$ cat src/rtl/lsu_req_arb_if.sv
// Shared request/response types and the request/response bundle for lsu_req_arb.
// The package comes first so both the interface and the arbiter can import it.
package lsu_req_arb_pkg;

  typedef struct packed {
    logic [3:0]  amo_flag;
    logic        we;
    logic [31:0] addr;
    logic [31:0] wdata;
  } lsu_req_info_t;

  typedef struct packed {
    logic        err;
    logic [31:0] wdata;
    logic [31:0] rdata;
  } pl_out_t;

  localparam lsu_req_info_t NULL_LSU_REQ_INFO = '{amo_flag: 4'b0000, we: 1'b0,
                                                  addr: 32'h0000_0000, wdata: 32'h0000_0000};
  localparam logic [3:0] AMO_RD_FLAG = 4'b0100;
  localparam logic [3:0] AMO_WR_FLAG = 4'b1000;

endpackage

interface lsu_req_arb_if;
  import lsu_req_arb_pkg::*;

  logic          is_req_valid_i;
  lsu_req_info_t is_req_info_i;
  logic          is_req_rdy_o;
  logic          cmplx_req_valid_i;
  lsu_req_info_t cmplx_req_info_i;
  logic          cmplx_req_rdy_o;
  logic          lsu_req_valid_o;
  lsu_req_info_t lsu_req_info_o;
  logic          lsu_req_rdy_i;
  logic          lsu_resp_valid_i;
  pl_out_t       lsu_resp_i;
  logic          is_resp_valid_o;
  logic          cmplx_resp_valid_o;
  pl_out_t       resp_o;
  logic          resp_orphan_o;

  modport slave (
    input  is_req_valid_i, is_req_info_i, cmplx_req_valid_i, cmplx_req_info_i,
    input  lsu_req_rdy_i, lsu_resp_valid_i, lsu_resp_i,
    output is_req_rdy_o, cmplx_req_rdy_o, lsu_req_valid_o, lsu_req_info_o,
    output is_resp_valid_o, cmplx_resp_valid_o, resp_o, resp_orphan_o
  );

  modport master (
    output is_req_valid_i, is_req_info_i, cmplx_req_valid_i, cmplx_req_info_i,
    output lsu_req_rdy_i, lsu_resp_valid_i, lsu_resp_i,
    input  is_req_rdy_o, cmplx_req_rdy_o, lsu_req_valid_o, lsu_req_info_o,
    input  is_resp_valid_o, cmplx_resp_valid_o, resp_o, resp_orphan_o
  );

endinterface

$ cat src/rtl/lsu_req_arb.sv
// LSU request arbiter: complex-unit priority, AMO lock, single output stage, tag FIFO routing.
// Optional grant/stall statistics counters are enabled by defining LSU_ARB_STATS_EN.
module lsu_req_arb
  import lsu_req_arb_pkg::*;
#(
  parameter int unsigned OUTST_DEPTH = 4
) (
  input  logic          clk_i,
  input  logic          rst_i,
  input  logic          flush_i,
  lsu_req_arb_if.slave  bus
`ifdef LSU_ARB_STATS_EN
  ,
  output logic [31:0]   stat_is_o,
  output logic [31:0]   stat_cmplx_o,
  output logic [31:0]   stat_stall_o
`endif
);

  localparam int unsigned PTR_W = $clog2(OUTST_DEPTH);
  localparam int unsigned CNT_W = PTR_W + 1;
  localparam logic [CNT_W-1:0] DEPTH_C = CNT_W'(OUTST_DEPTH);

  typedef enum logic {IDLE = 1'b0, LOCKED = 1'b1} lock_state_e;

  lock_state_e            lock_state_r, lock_state_s;
  logic                   out_valid_r;
  lsu_req_info_t          out_info_r;
  logic                   out_src_r;
  logic [OUTST_DEPTH-1:0] src_q_r;
  logic [OUTST_DEPTH-1:0] kill_q_r;
  logic [PTR_W-1:0]       wptr_r, rptr_r;
  logic [CNT_W-1:0]       fifo_cnt_r;
  logic                   orphan_r;

  logic [CNT_W-1:0]       occ_s;
  logic                   space_s, cmplx_acc_s, is_acc_s, push_s, pop_s;
  logic                   head_live_s, cmplx_resp_s, is_resp_s;

  // Occupancy, grant and FIFO handshake decode
  always_comb begin
    occ_s        = fifo_cnt_r + {{PTR_W{1'b0}}, out_valid_r};
    space_s      = ~flush_i & (~out_valid_r | bus.lsu_req_rdy_i) & (occ_s < DEPTH_C);
    cmplx_acc_s  = space_s & bus.cmplx_req_valid_i;
    is_acc_s     = space_s & (lock_state_r == IDLE) & ~bus.cmplx_req_valid_i & bus.is_req_valid_i;
    push_s       = out_valid_r & bus.lsu_req_rdy_i;
    pop_s        = bus.lsu_resp_valid_i & (fifo_cnt_r != {CNT_W{1'b0}});
    head_live_s  = pop_s & ~kill_q_r[rptr_r] & ~flush_i;
    cmplx_resp_s = head_live_s & src_q_r[rptr_r];
    is_resp_s    = head_live_s & ~src_q_r[rptr_r];
  end

  assign bus.cmplx_req_rdy_o    = space_s & bus.cmplx_req_valid_i;
  assign bus.is_req_rdy_o       = space_s & (lock_state_r == IDLE) & ~bus.cmplx_req_valid_i;
  assign bus.lsu_req_valid_o    = out_valid_r;
  assign bus.lsu_req_info_o     = out_info_r;
  assign bus.cmplx_resp_valid_o = cmplx_resp_s;
  assign bus.is_resp_valid_o    = is_resp_s;
  assign bus.resp_o             = bus.lsu_resp_i;
  assign bus.resp_orphan_o      = orphan_r;

  // Lock next-state: held from AMO read accept until AMO write accept or an erroring read response
  always_comb begin
    lock_state_s = lock_state_r;
    if (flush_i) begin
      lock_state_s = IDLE;
    end else begin
      case (lock_state_r)
        IDLE: begin
          if (cmplx_acc_s && (bus.cmplx_req_info_i.amo_flag == AMO_RD_FLAG)) begin
            lock_state_s = LOCKED;
          end else begin
            lock_state_s = IDLE;
          end
        end
        LOCKED: begin
          if (cmplx_acc_s && (bus.cmplx_req_info_i.amo_flag == AMO_WR_FLAG)) begin
            lock_state_s = IDLE;
          end else if (cmplx_resp_s && bus.lsu_resp_i.err) begin
            lock_state_s = IDLE;
          end else begin
            lock_state_s = LOCKED;
          end
        end
        default: lock_state_s = IDLE;
      endcase
    end
  end

  // Lock state register
  always_ff @(posedge clk_i or posedge rst_i) begin
    if (rst_i) begin
      lock_state_r <= IDLE;
    end else begin
      lock_state_r <= lock_state_s;
    end
  end

  // Output stage: load the winner, drop on hand-off or flush
  always_ff @(posedge clk_i or posedge rst_i) begin
    if (rst_i) begin
      out_valid_r <= 1'b0;
      out_info_r  <= NULL_LSU_REQ_INFO;
      out_src_r   <= 1'b0;
    end else if (cmplx_acc_s) begin
      out_valid_r <= 1'b1;
      out_info_r  <= bus.cmplx_req_info_i;
      out_src_r   <= 1'b1;
    end else if (is_acc_s) begin
      out_valid_r <= 1'b1;
      out_info_r  <= bus.is_req_info_i;
      out_src_r   <= 1'b0;
    end else if (flush_i || bus.lsu_req_rdy_i) begin
      out_valid_r <= 1'b0;
    end
  end

  // Tag FIFO: a flush kills every stored tag and any tag pushed in the same cycle
  always_ff @(posedge clk_i or posedge rst_i) begin
    if (rst_i) begin
      src_q_r    <= {OUTST_DEPTH{1'b0}};
      kill_q_r   <= {OUTST_DEPTH{1'b0}};
      wptr_r     <= {PTR_W{1'b0}};
      rptr_r     <= {PTR_W{1'b0}};
      fifo_cnt_r <= {CNT_W{1'b0}};
      orphan_r   <= 1'b0;
    end else begin
      if (flush_i) begin
        kill_q_r <= {OUTST_DEPTH{1'b1}};
      end
      if (push_s) begin
        src_q_r[wptr_r]  <= out_src_r;
        kill_q_r[wptr_r] <= flush_i;
        wptr_r           <= wptr_r + PTR_W'(1);
      end
      if (pop_s) begin
        rptr_r <= rptr_r + PTR_W'(1);
      end
      case ({push_s, pop_s})
        2'b10:   fifo_cnt_r <= fifo_cnt_r + CNT_W'(1);
        2'b01:   fifo_cnt_r <= fifo_cnt_r - CNT_W'(1);
        default: fifo_cnt_r <= fifo_cnt_r;
      endcase
      if (bus.lsu_resp_valid_i && (fifo_cnt_r == {CNT_W{1'b0}})) begin
        orphan_r <= 1'b1;
      end
    end
  end

`ifdef LSU_ARB_STATS_EN
  logic [31:0] stat_is_r, stat_cmplx_r, stat_stall_r;
  logic        stall_s;

  assign stall_s = (bus.is_req_valid_i & ~is_acc_s) | (bus.cmplx_req_valid_i & ~cmplx_acc_s);

  // Saturating grant and stall counters, cleared only by reset
  always_ff @(posedge clk_i or posedge rst_i) begin
    if (rst_i) begin
      stat_is_r    <= 32'h0000_0000;
      stat_cmplx_r <= 32'h0000_0000;
      stat_stall_r <= 32'h0000_0000;
    end else begin
      if (is_acc_s && (stat_is_r != 32'hFFFF_FFFF)) begin
        stat_is_r <= stat_is_r + 32'd1;
      end
      if (cmplx_acc_s && (stat_cmplx_r != 32'hFFFF_FFFF)) begin
        stat_cmplx_r <= stat_cmplx_r + 32'd1;
      end
      if (stall_s && (stat_stall_r != 32'hFFFF_FFFF)) begin
        stat_stall_r <= stat_stall_r + 32'd1;
      end
    end
  end

  assign stat_is_o    = stat_is_r;
  assign stat_cmplx_o = stat_cmplx_r;
  assign stat_stall_o = stat_stall_r;
`endif

endmodule

$ cat src/flat_wrapper.sv
// flat-port wrapper written by rule: the top's interface ports become plain ports
module lsu_req_arb_flat import lsu_req_arb_pkg::*;
#(
  parameter int unsigned OUTST_DEPTH = 4
)
  (clk_i, rst_i, flush_i, bus_is_req_valid_i, bus_is_req_info_i, bus_cmplx_req_valid_i, bus_cmplx_req_info_i, bus_lsu_req_rdy_i, bus_lsu_resp_valid_i, bus_lsu_resp_i, bus_is_req_rdy_o, bus_cmplx_req_rdy_o, bus_lsu_req_valid_o, bus_lsu_req_info_o, bus_is_resp_valid_o, bus_cmplx_resp_valid_o, bus_resp_o, bus_resp_orphan_o);
  lsu_req_arb_if bus_i ();
  input  logic clk_i;
  input  logic rst_i;
  input  logic flush_i;
  input wire logic [$bits(bus_i.is_req_valid_i)-1:0] bus_is_req_valid_i;
  input wire logic [$bits(bus_i.is_req_info_i)-1:0] bus_is_req_info_i;
  input wire logic [$bits(bus_i.cmplx_req_valid_i)-1:0] bus_cmplx_req_valid_i;
  input wire logic [$bits(bus_i.cmplx_req_info_i)-1:0] bus_cmplx_req_info_i;
  input wire logic [$bits(bus_i.lsu_req_rdy_i)-1:0] bus_lsu_req_rdy_i;
  input wire logic [$bits(bus_i.lsu_resp_valid_i)-1:0] bus_lsu_resp_valid_i;
  input wire logic [$bits(bus_i.lsu_resp_i)-1:0] bus_lsu_resp_i;
  output wire logic [$bits(bus_i.is_req_rdy_o)-1:0] bus_is_req_rdy_o;
  output wire logic [$bits(bus_i.cmplx_req_rdy_o)-1:0] bus_cmplx_req_rdy_o;
  output wire logic [$bits(bus_i.lsu_req_valid_o)-1:0] bus_lsu_req_valid_o;
  output wire logic [$bits(bus_i.lsu_req_info_o)-1:0] bus_lsu_req_info_o;
  output wire logic [$bits(bus_i.is_resp_valid_o)-1:0] bus_is_resp_valid_o;
  output wire logic [$bits(bus_i.cmplx_resp_valid_o)-1:0] bus_cmplx_resp_valid_o;
  output wire logic [$bits(bus_i.resp_o)-1:0] bus_resp_o;
  output wire logic [$bits(bus_i.resp_orphan_o)-1:0] bus_resp_orphan_o;
  assign bus_i.is_req_valid_i = bus_is_req_valid_i;
  assign bus_i.is_req_info_i = bus_is_req_info_i;
  assign bus_i.cmplx_req_valid_i = bus_cmplx_req_valid_i;
  assign bus_i.cmplx_req_info_i = bus_cmplx_req_info_i;
  assign bus_i.lsu_req_rdy_i = bus_lsu_req_rdy_i;
  assign bus_i.lsu_resp_valid_i = bus_lsu_resp_valid_i;
  assign bus_i.lsu_resp_i = bus_lsu_resp_i;
  assign bus_is_req_rdy_o = bus_i.is_req_rdy_o;
  assign bus_cmplx_req_rdy_o = bus_i.cmplx_req_rdy_o;
  assign bus_lsu_req_valid_o = bus_i.lsu_req_valid_o;
  assign bus_lsu_req_info_o = bus_i.lsu_req_info_o;
  assign bus_is_resp_valid_o = bus_i.is_resp_valid_o;
  assign bus_cmplx_resp_valid_o = bus_i.cmplx_resp_valid_o;
  assign bus_resp_o = bus_i.resp_o;
  assign bus_resp_orphan_o = bus_i.resp_orphan_o;
  lsu_req_arb #(.OUTST_DEPTH(OUTST_DEPTH)) u_core (.clk_i(clk_i), .rst_i(rst_i), .flush_i(flush_i), .bus(bus_i));
endmodule
$ cat config.mk
export PLATFORM = sky130hd
export DESIGN_NAME = lsu_req_arb_flat
export DESIGN_NICKNAME = d
export VERILOG_FILES = /design/src/rtl/lsu_req_arb_if.sv /design/src/rtl/lsu_req_arb.sv /design/src/flat_wrapper.sv
export SDC_FILE = /design/constraint.sdc
export NUM_CORES = 1
export LEC_CHECK = 0
export CORE_AREA = 2 2 138 140
export CTS_CLUSTER_DIAMETER = 40
export DETAILED_ROUTE_END_ITERATION = 16
export DIE_AREA = 0 0 140 142
export PLACE_DENSITY = 0.68
export SKIP_LAST_GASP = 1
export SYNTH_ARGS = -nofsm -noshare
export SYNTH_HDL_FRONTEND = slang
export SYNTH_SLANG_ARGS = --single-unit
export TNS_END_PERCENT = 10
$ cat constraint.sdc
create_clock -name clk_i -period 8.07 [get_ports clk_i]
set_input_delay 0.807 -clock clk_i [delete_from_list [all_inputs] [get_ports clk_i]]
set_output_delay 0.807 -clock clk_i [all_outputs]
set_load 0.005 [all_outputs]
==> results of run 1 <==
-- logic make-up (layout without fill, tap and decap cells) --
family,Yosys count,after routing,synth area share [%]
simple gates,93,93,12.1
flops,88,88,42.2
compound gates,107,107,16.2
xor+xnor,6,6,1.01
fa+ha+maj,6,6,1.58
buf+inv,119,255,14.1
mux,51,51,12.8
-- metal layers --
metal / wire length, µm / GRT usage [%]
met1: 6330 / 18.1
met2: 8270 / 28.1
met3: 1180 / 5.05
met4: 475 / 7.28
met5: 0 / 0
-- area by class of cell --
type / count / area share, %
multi-input cells: 263 / 31.2
repair buffers: 227 / 30.6
flip-flops and latches: 88 / 29.9
well taps: 234 / 3.98
clock buffers: 11 / 3.16
inverters: 13 / 0.680
clock inverters: 4 / 0.425
-- power by group through the flow --
stage | registers [mW] | clock network (mW) | logic, mW
final | 0.820 | 0.390 | 1.01
after global routing | 0.847 | 0.428 | 1.08
after CTS | 0.818 | 0.406 | 1.02
after floorplan | 0.805 | 0 | 0.480
after global placement | 0.808 | 0 | 0.990
after detailed placement | 0.815 | 0 | 1.02
-- worst register-to-register path: cells and delay by family (launching register included) --
| family | cells | cell delay [ps] |
|---|---|---|
| simple gates | 3 | 1360 |
| mux | 1 | 500 |
| flops | 1 | 470 |
| buf+inv | 1 | 320 |
-- stage by stage --
| stage | utilization [%] | hold slack (ps) | setup slack, ps | area [µm²] |
|---|---|---|---|---|
| after floorplan | - | 444 | 4980 | 5210 |
| after global placement | 38.4 | 446 | 3550 | 7100 |
| after detailed placement | 38.4 | 453 | 3500 | 7100 |
| after CTS | 39.9 | 474 | 3480 | 7360 |
| after global routing | 39.9 | 492 | 3300 | 7360 |
| final | 39.9 | 465 | 3480 | 7360 |
-- registers in the layout, indices dropped and copies added (netlist names), 2 cells and up --
name and count:
u_core.kill_q_r 4, u_core.src_q_r 4, u_core.wptr_r 2, u_core.rptr_r 2, u_core.fifo_cnt_r 3, u_core.bus.lsu_req_info_o 69
-- worst max path at each step --
stage | end | slack (ps) | cells after the start
after floorplan | u_core.bus.lsu_req_info_o[0]$_DFFE_PP0P_ | 4980 | 1
after global placement | bus_is_req_rdy_o | 3550 | 7
after detailed placement | bus_is_req_rdy_o | 3500 | 7
after CTS | bus_is_req_rdy_o | 3480 | 7
after global routing | bus_is_req_rdy_o | 3300 | 7
final | bus_is_req_rdy_o | 3480 | 7
-- layout by cell type (no fill, tap or decap), drive strengths merged, types with 2 or more instances in the layout --
master         netlist  layout
clkdlybuf4s50        0     220
dfrtp               88      88
mux2                48      48
nand3b              34      34
a21oi               29      29
nor3b               28      28
o2bb2ai             28      28
o41ai               18      18
a221o               17      17
inv                 13      13
clkbuf              31      11
nand2               10      10
buf                 75       7
a21o                 5       5
ha                   5       5
xnor2                4       4
nor2                 3       3
o31ai                3       3
clkinvlp             0       3
nand2b               3       3
or4                  3       3
or3                  3       3
xor2                 2       2
nor3                 2       2
mux4                 2       2
nor4                 2       2
a221oi               2       2
nor4b                2       2
==> results.md, run 1 <==
- Top FF cell, synth: dfrtp_1
- Layout cells sized above 1: 13.2%
- Hold_buf cts: 0
- Worst setup path startpoint: bus_lsu_req_rdy_i
- Worst-path fanout max: 48
- CP endpoint kind: output pin
- Status: complete, but fails checks
- Ant. Diodes: 0
- CTS Buf Count: 9
- Static leakage: 2.83 nW
- Worst reg2reg path startpoint: u_core.lock_state_r$_DFF_PP0_
- HPWL Detailed: 11,200 µm
- Seq pwr share: 37.0%
- Tmin final: 4590 ps
- Worst path max stage delay: 890 ps
- Clock power frac: 17.6%
- Seq cells post-synth: 88
- Number of core rows: 50
- Largest cells by area after synthesis: dfrtp_1 (42%), buf_4 (9.4%), mux2_2 (6.3%), mux2_4 (5.5%), nand3b_1 (4.9%)
- Largest net degree at the start of global routing: 66
- Power Internal: 1.51 mW
- Max Slew Vio Count: 0
- Final Hold Fails: 0
- DRC: 25
- Yosys cell types: 41
- Fin cells: 840
- Length of the first detailed-routing pass in iterations: 11
- Sw Share: 32.0%
- CP bufs+invs: 3
- CP arrival: 3790 ps
- CP delay by family, top: simple AND/OR/NAND/NOR gates
- Logic gate share of total power: 45.5%
- Post-CTS sizing: 0
- Clock transition at path regs: 70 ps
- Hold depth: 1
- Number of max-cap violations: 0
- Crit share post-route: 56.9%
- Slowest CP cell: or3_2
- Total Power: 2.22 mW
- First-pass GRT wire length: 24,800 µm
- Critical Path Most Common Cell: clkdlybuf4s50_1
- Min-Delay Path Class: reg -> reg
- Gpl congestion: 0.766
- PortBufs: 221
- Sw Pwr: 0.709 mW
- Initial DRC Count: 300
- Worst reg2reg path depth: 5
- Vias in the first global route: 4,617
- Chip height: 142 µm
- Post-synth EDFFs: 0
- Average wire per cell in the routed design: 19.3 µm
- Via-to-Cell Ratio: 5.13
- Hold Startpoint: u_core.bus.resp_orphan_o$_DFFE_PP0P_
- FF/Latch Area: 2200 µm²
- Worst-Skew Late Latency: 340 ps
- CTS max path bufs: 2
- Initial antenna violation count: 0
- Die extent in x: 140 µm
- Clk sinks: 88
- Worst setup SP type: input pin
- GR Util All Layers: 16.1%
- Endpoints failing setup: 0
- Dpl cells: 825
- Area of the multi-input gates: 2300 µm²
- Max-Slew Margin vs Limit: 27.2%
- Die footprint: 19,900 µm²
- Cells after Synth: 470
- Fill count: 1,749
- PD cells: 301 nW/µm²
- VDD IR max: 0.139 mV
- Ports: 350
- FF-to-FF End: u_core.bus.lsu_req_info_o[43]$_DFFE_PP0P_
- Final wirelength: 16,200 µm
- CTS root buf: clkbuf_16
- Most common cell in the netlist: dfrtp_1
- Yosys warns: 0
- Unrepaired setup endpoints after global routing: no
- Post-CTS setup buffer count: 0
- Synth area leader: dfrtp_1
- Critical path class: in -> out
- Vias after detailed routing: 4,310
- WP data required: 7260 ps
- Register area share after synthesis: 42.2%
- Area growth syn-to-layout: 41.2%
- Cell Area, Synth: 5210 µm²
- Area share of the largest cell type after synthesis: 42.2%
- Syn Area/Cell: 11.1 µm²
- Core Footprint: 18,500 µm²
- Clock Skew: 8.69 ps
- Critical Path, Cell by Cell: clkdlybuf4s50_1 -> and2_1 -> inv_2 -> o21a_4 -> or3_2 -> nor3_1 -> clkdlybuf4s50_1
- Layout Nets: 818
- Commonest cells post-synth: dfrtp_1 (88), buf_4 (65), nand3b_1 (34)
- Failing checks: design-rule violations
- Async SR Flop Fraction: 100%
- Worst-margin pin slew: 1090 ps
- Final ANT Viol Nets: 0
- Hold EP: u_core.bus.resp_orphan_o$_DFFE_PP0P_
- Syn nets: 686
- R2r setup slk: 5290 ps
- Setup TNS: 0 ps
- Total gr overflow: 0
- TritonCTS clock tree: built
- Initial core utilization: 28.3%
- F_max: 0.218 GHz
- H-tree levels: 3
Power figures use the tool's default switching activity.
==> run 2, diff against run 1 <==
--- a/config.mk
+++ b/config.mk
@@ -5,11 +5,11 @@
 export SDC_FILE = /design/constraint.sdc
 export NUM_CORES = 1
 export LEC_CHECK = 0
-export CORE_AREA = 2 2 138 140
+export CORE_AREA = 2 2 135 137
 export CTS_CLUSTER_DIAMETER = 40
 export DETAILED_ROUTE_END_ITERATION = 16
-export DIE_AREA = 0 0 140 142
-export PLACE_DENSITY = 0.68
+export DIE_AREA = 0 0 137 139
+export PLACE_DENSITY = 0.71
 export SKIP_LAST_GASP = 1
 export SYNTH_ARGS = -nofsm -noshare
 export SYNTH_HDL_FRONTEND = slang
==> constraint.sdc (replaced) <==
create_clock -name clk_i -period 4.8 [get_ports clk_i]
set_input_delay 0.48 -clock clk_i [delete_from_list [all_inputs] [get_ports clk_i]]
set_output_delay 0.48 -clock clk_i [all_outputs]
set_load 0.005 [all_outputs]
==> run 2 against run 1 <==
  * The flow now finishes without violations
  * Cell count fell by 0.48%
  * Clock power rose by 84%
  * Clock skew rose by 3.5 ps
  * Critical endpoint unchanged
  * Non-clock buffer count rose by 1
  * Via count fell by 1.4%
  * Power rose by 71%
  * Sequential share of layout area fell by 0.13 points
==> results.md, run 2 (synthesized netlist as in run 1, its figures left out) <==
- Die footprint: 19,000 µm² (-4.2%)
- PortBufs: 221 (unchanged)
- Final instance area: 7390 µm² (+0.44%)
- Area growth syn-to-layout: 41.8%
- Hold Slack: 475 ps (+10.6 ps)
- Fin cells: 836 (-0.48%)
- Commonest non-fill, non-tap cell in the layout: clkdlybuf4s50_1
- Pre-CTS WS: 1230 ps (-2270 ps)
- Worst setup SP type: input pin
- CTS root buf: clkbuf_16
- Average wire per cell in the routed design: 19.6 µm (+1.6%)
- Most frequent cells in the layout: clkdlybuf4s50_1 (220), dfrtp_1 (88), nand3b_1 (34)
- Total Power: 3.80 mW (+71%)
- Worst-path fanout max: 24 (-50%)
- Gpl congestion: 0.799 (+4.3%)
- Number of max-cap violations: 0 (unchanged)
- Initial antenna violation count: 0 (unchanged)
- Clk sinks: 88 (unchanged)
- Min-Delay Path Class: reg -> reg
- TritonCTS clock tree: built
- Number of core rows: 49 (-2.0%)
- Status: finished, final reports clean
- Dpl cells: 821 (-0.48%)
- Hold_buf cts: 0 (unchanged)
- Met2 Use GR: 30.2% (+2.2 points)
- Unrepaired setup endpoints after global routing: no
- VDD IR max: 0.288 mV (+110%)
- Setup TNS: 0 ps (unchanged)
- Final Core Density: 41.9% (+2.0 points)
- Final wirelength: 16,400 µm (+1.1%)
- Tmin final: 3390 ps
- Met3 GRT Util: 5.34% (+0.29 points)
- Fill count: 1,619 (-7.4%)
- Chip height: 139 µm (-2.1%)
- Clock Skew: 12.2 ps (+3.49 ps)
- Max FFs per register: 69 (unchanged)
- PnR worst setup slack: 1410 ps (-2070 ps)
- Gr busiest metal: met2
- CTS Buf Count: 9 (unchanged)
- Max Slew Vio Count: 0 (unchanged)
- Vias in the first global route: 4,516 (-2.2%)
- CP arrival: 2910 ps (-880 ps)
- Post-CTS setup buffer count: 0 (unchanged)
- Core Footprint: 17,700 µm² (-4.3%)
- Via-to-Cell Ratio: 5.08 (-0.90%)
- CP endpoint kind: output pin
- Worst-margin pin slew: 1240 ps (+145 ps)
- Layout cells sized above 1: 13.5% (+0.33 points)
- Length of the first detailed-routing pass in iterations: 4 (-7)
- Critical path class: in -> out
- Max-Slew Margin vs Limit: 17.6% (-9.7 points)
- Met1 usage: 18.2% (+0.10 points)
- Crit share post-route: 70.7%
- HPWL Detailed: 11,500 µm (+2.3%)
- Total gr overflow: 0 (unchanged)
- Final Hold Fails: 0 (unchanged)
- Layout Nets: 819 (+0.12%)
- Initial core utilization: 29.5% (+1.3 points)
- Worst-Skew Late Latency: 350 ps (about the same)
- GR Util All Layers: 17.2% (+1.2 points)
- CTS max path bufs: 2 (unchanged)
- Initial DRC Count: 119 (-60%)
- Post-CTS sizing: 0 (unchanged)
- Cell Area, Placed: 7100 µm² (about the same)
- H-tree levels: 3 (unchanged)
- Vias after detailed routing: 4,251 (-1.4%)
- Endpoints failing setup: 0 (unchanged)
- F_max: 0.295 GHz
- DRC: 0 (-100%)
- Largest net degree at the start of global routing: 64 (-3.0%)
- Clock transition at path regs: 70 ps (about the same)
- Die extent in x: 137 µm (-2.1%)
- First-pass GRT wire length: 24,900 µm (+0.39%)
- Final ANT Viol Nets: 0 (unchanged)
- PD cells: 514 nW/µm² (+71%)
- Static leakage: 2.85 nW (+0.84%)
- Ports: 350 (unchanged)
- WP data required: 4320 ps (-2940 ps)
## run 2: final cells by class
type	instances	area [µm²]	area share, %
inverters	13	50.0	0.677
repair buffers	228	2260	30.6
flip-flops and latches	88	2200	29.8
multi-input cells	263	2300	31.1
diodes	1	2.50	0.0339
clock buffers	10	239	3.23
clock inverters	4	53.8	0.728
well taps	229	287	3.88
## run 2: critical path: stages
cell and delay [ps]:
clkdlybuf4s50_1 500, and2_1 310, inv_2 70, o21a_4 310, or3_2 460, nor3_1 210, clkdlybuf4s50_1 560
## run 2: worst paths after layout
check | startpoint | end | slack, ps | cells past startpoint
min in group asynchronous | rst_i | u_core.bus.lsu_req_info_o[14]$_DFFE_PP0P_ | 590 | 2
setup / recovery | bus_lsu_req_rdy_i | bus_is_req_rdy_o | 1410 | 7
max in group asynchronous | rst_i | u_core.bus.lsu_req_info_o[26]$_DFFE_PP0P_ | 3130 | 3
hold reg to reg | u_core.bus.resp_orphan_o$_DFFE_PP0P_ | u_core.bus.resp_orphan_o$_DFFE_PP0P_ | 480 | 1
setup reg to reg | u_core.bus.lsu_req_valid_o$_DFFE_PP0P_ | u_core.bus.lsu_req_info_o[57]$_DFFE_PP0P_ | 1830 | 5
hold / removal | u_core.bus.resp_orphan_o$_DFFE_PP0P_ | u_core.bus.resp_orphan_o$_DFFE_PP0P_ | 480 | 1
## run 2: metal layers
layer / vias up / share of wire [%]
li1: 1942 / -
met1: 2062 / 37
met2: 201 / 51
met3: 46 / 8.5
met4: 0 / 3.9
met5: - / 0
## run 2: where the power goes
part           leakage, nW  total, mW  internal [mW]  switching (mW)
logic                 1.67       1.70           1.08           0.622
registers             1.05       1.38           1.11           0.275
clock network        0.137      0.717          0.414           0.303
==> run 3, diff against run 2 <==
--- a/config.mk
+++ b/config.mk
@@ -5,11 +5,11 @@
 export SDC_FILE = /design/constraint.sdc
 export NUM_CORES = 1
 export LEC_CHECK = 0
-export CORE_AREA = 2 2 135 137
+export CORE_AREA = 2 2 137 139
 export CTS_CLUSTER_DIAMETER = 40
 export DETAILED_ROUTE_END_ITERATION = 16
-export DIE_AREA = 0 0 137 139
-export PLACE_DENSITY = 0.71
+export DIE_AREA = 0 0 139 141
+export PLACE_DENSITY = 0.72
 export SKIP_LAST_GASP = 1
 export SYNTH_ARGS = -nofsm -noshare
 export SYNTH_HDL_FRONTEND = slang
==> constraint.sdc (replaced) <==
create_clock -name clk_i -period 3.11 [get_ports clk_i]
set_input_delay 0.311 -clock clk_i [delete_from_list [all_inputs] [get_ports clk_i]]
set_output_delay 0.311 -clock clk_i [all_outputs]
set_load 0.005 [all_outputs]
==> run 3 against run 2 <==
  * Combinational power increased by 55%
  * Clock-buffer cell count increased by 2
  * Power increased by 53%
  * Largest cell class is now buffers
  * Highest routed layer unchanged
==> results.md, run 3 (synthesized netlist as in run 1, its figures left out) <==
- Worst setup SP type: register
- Largest net degree at the start of global routing: 61 (-4.7%)
- Worst-margin pin slew: 613 ps (-624 ps)
- Via-to-Cell Ratio: 4.84 (-4.8%)
- Critical path class: reg -> out
- Clock transition at path regs: 70 ps (about the same)
- Fill count: 1,772 (+9.5%)
- Max Slew Vio Count: 0 (unchanged)
- Worst-Skew Late Latency: 340 ps (about the same)
- Final wirelength: 15,600 µm (-5.2%)
- Static leakage: 2.91 nW (+1.9%)
- Worst reg2reg path depth: 6 (+1)
- WP data required: 2800 ps (-1520 ps)
- H-tree levels: 3 (unchanged)
- Final instance area: 7480 µm² (+1.2%)
- HPWL Detailed: 11,100 µm (-3.4%)
- Gpl congestion: 0.762 (-4.6%)
- Pre-CTS WS: 457 ps (-768 ps)
- TritonCTS clock tree: built
- CP arrival: 2420 ps (-490 ps)
- Setup TNS: 0 ps (unchanged)
- Most frequent cells in the layout: clkdlybuf4s50_1 (220), dfrtp_1 (88), nand3b_1 (34)
- Area growth syn-to-layout: 43.5%
- Unrepaired setup endpoints after global routing: no
- Total gr overflow: 0 (unchanged)
- Area of the multi-input gates: 2300 µm² (unchanged)
- Initial antenna violation count: 0 (unchanged)
- FF/Latch Area: 2200 µm² (unchanged)
- Number of core rows: 50 (+2.0%)
- Tmin final: 2730 ps
- Min-Delay Path Class: in -> async
- Worst-path fanout max: 4 (-83%)
- F_max: 0.367 GHz
- Post-CTS setup buffer count: 0 (unchanged)
- Layout Nets: 826 (+0.85%)
- PortBufs: 221 (unchanged)
- Core Footprint: 18,300 µm² (+3.5%)
- Vias after detailed routing: 4,110 (-3.3%)
- Clk sinks: 88 (unchanged)
- CTS max path bufs: 2 (unchanged)
- Ant. Diodes: 0 (-1)
- First-pass GRT wire length: 23,900 µm (-3.9%)
- Total Power: 5.83 mW (+53%)
- Chip height: 141 µm (+1.4%)
- Initial core utilization: 28.5% (-0.99 points)
- Final Hold Fails: 0 (unchanged)
- Hold Slack: 309 ps (-166 ps)
- GR Util All Layers: 15.7% (-1.5 points)
- CTS Buf Count: 9 (unchanged)
- Cell Area, Placed: 7180 µm² (+1.2%)
- Die extent in x: 139 µm (+1.5%)
- Number of max-cap violations: 0 (unchanged)
- CTS root buf: clkbuf_16
- Detail Route met3 WL: 1190 µm (-15%)
- Ports: 350 (unchanged)
- Max-Slew Margin vs Limit: 58.8% (+41 points)
- PnR worst setup slack: 383 ps (-1020 ps)
- Average wire per cell in the routed design: 18.3 µm (-6.7%)
- Max FFs per register: 69 (unchanged)
- PD cells: 779 nW/µm² (+51%)
- Status: finished, final reports clean
- Length of the first detailed-routing pass in iterations: 4 (unchanged)
- Clock Skew: 7.41 ps (-4.78 ps)
- Layout cells sized above 1: 14.8% (+1.3 points)
- Vias in the first global route: 4,247 (-6.0%)
- Met1 WL: 6090 µm (+0.69%)
- Post-CTS sizing: 0 (unchanged)
- Hold_buf cts: 0 (unchanged)
- VDD IR max: 0.318 mV (+10%)
- CP endpoint kind: output pin
- Commonest non-fill, non-tap cell in the layout: clkdlybuf4s50_1
- Endpoints failing setup: 0 (unchanged)
- Final ANT Viol Nets: 0 (unchanged)
- DRC: 0 (unchanged)
- Detail Route met2 WL: 7770 µm (-6.7%)
- Max layer used: met4
- Initial DRC Count: 162 (+36%)
- Crit share post-route: 87.7%
- Die footprint: 19,600 µm² (+2.9%)
## run 3: final timing paths
| path | startpoint | to | slack [ps] |
|---|---|---|---|
| setup / recovery | u_core.rptr_r[0]$_DFFE_PP0P_ | bus_cmplx_resp_valid_o | 380 |
| hold / removal | rst_i | u_core.bus.lsu_req_info_o[22]$_DFFE_PP0P_ | 310 |
| setup reg to reg | u_core.bus.lsu_req_valid_o$_DFFE_PP0P_ | u_core.bus.lsu_req_info_o[55]$_DFFE_PP0P_ | 930 |
| hold reg to reg | u_core.bus.resp_orphan_o$_DFFE_PP0P_ | u_core.bus.resp_orphan_o$_DFFE_PP0P_ | 450 |
| max in group asynchronous | rst_i | u_core.bus.lsu_req_info_o[17]$_DFFE_PP0P_ | 2120 |
| min in group clk_i | u_core.bus.resp_orphan_o$_DFFE_PP0P_ | u_core.bus.resp_orphan_o$_DFFE_PP0P_ | 450 |
## run 3: area by class of cell
class	instances	area share, %
Clock buffer	12	3.56
Clock inverter	4	0.452
Inverter	13	0.686
Multi-Input combinational cell	263	30.7
Sequential cell	88	29.4
Tap cell	234	3.91
Timing Repair Buffer	235	31.3
## run 3: power breakdown
group          switching (mW)  internal (mW)
Combinational           0.938           1.69
Clock                   0.471          0.615
Sequential              0.406           1.71
## run 3: through the flow
step	instances	utilization, %
detailed placement	833	39.3
CTS	849	41.0
global route	849	41.0
global placement	833	39.3
finish	849	41.0
floorplan	470	-
## run 3: critical path, cell delays in order (launching register included)
cell             delay [ps]
dfrtp_1                 450
mux4_2                  560
nor4b_1                 460
clkdlybuf4s50_1         600
## run 3: layer usage
metal,track usage (%),up-vias
met4,7.02,0
met1,17.9,1960
li1,-,1947
met5,0,-
met2,26.9,163
met3,5.50,40
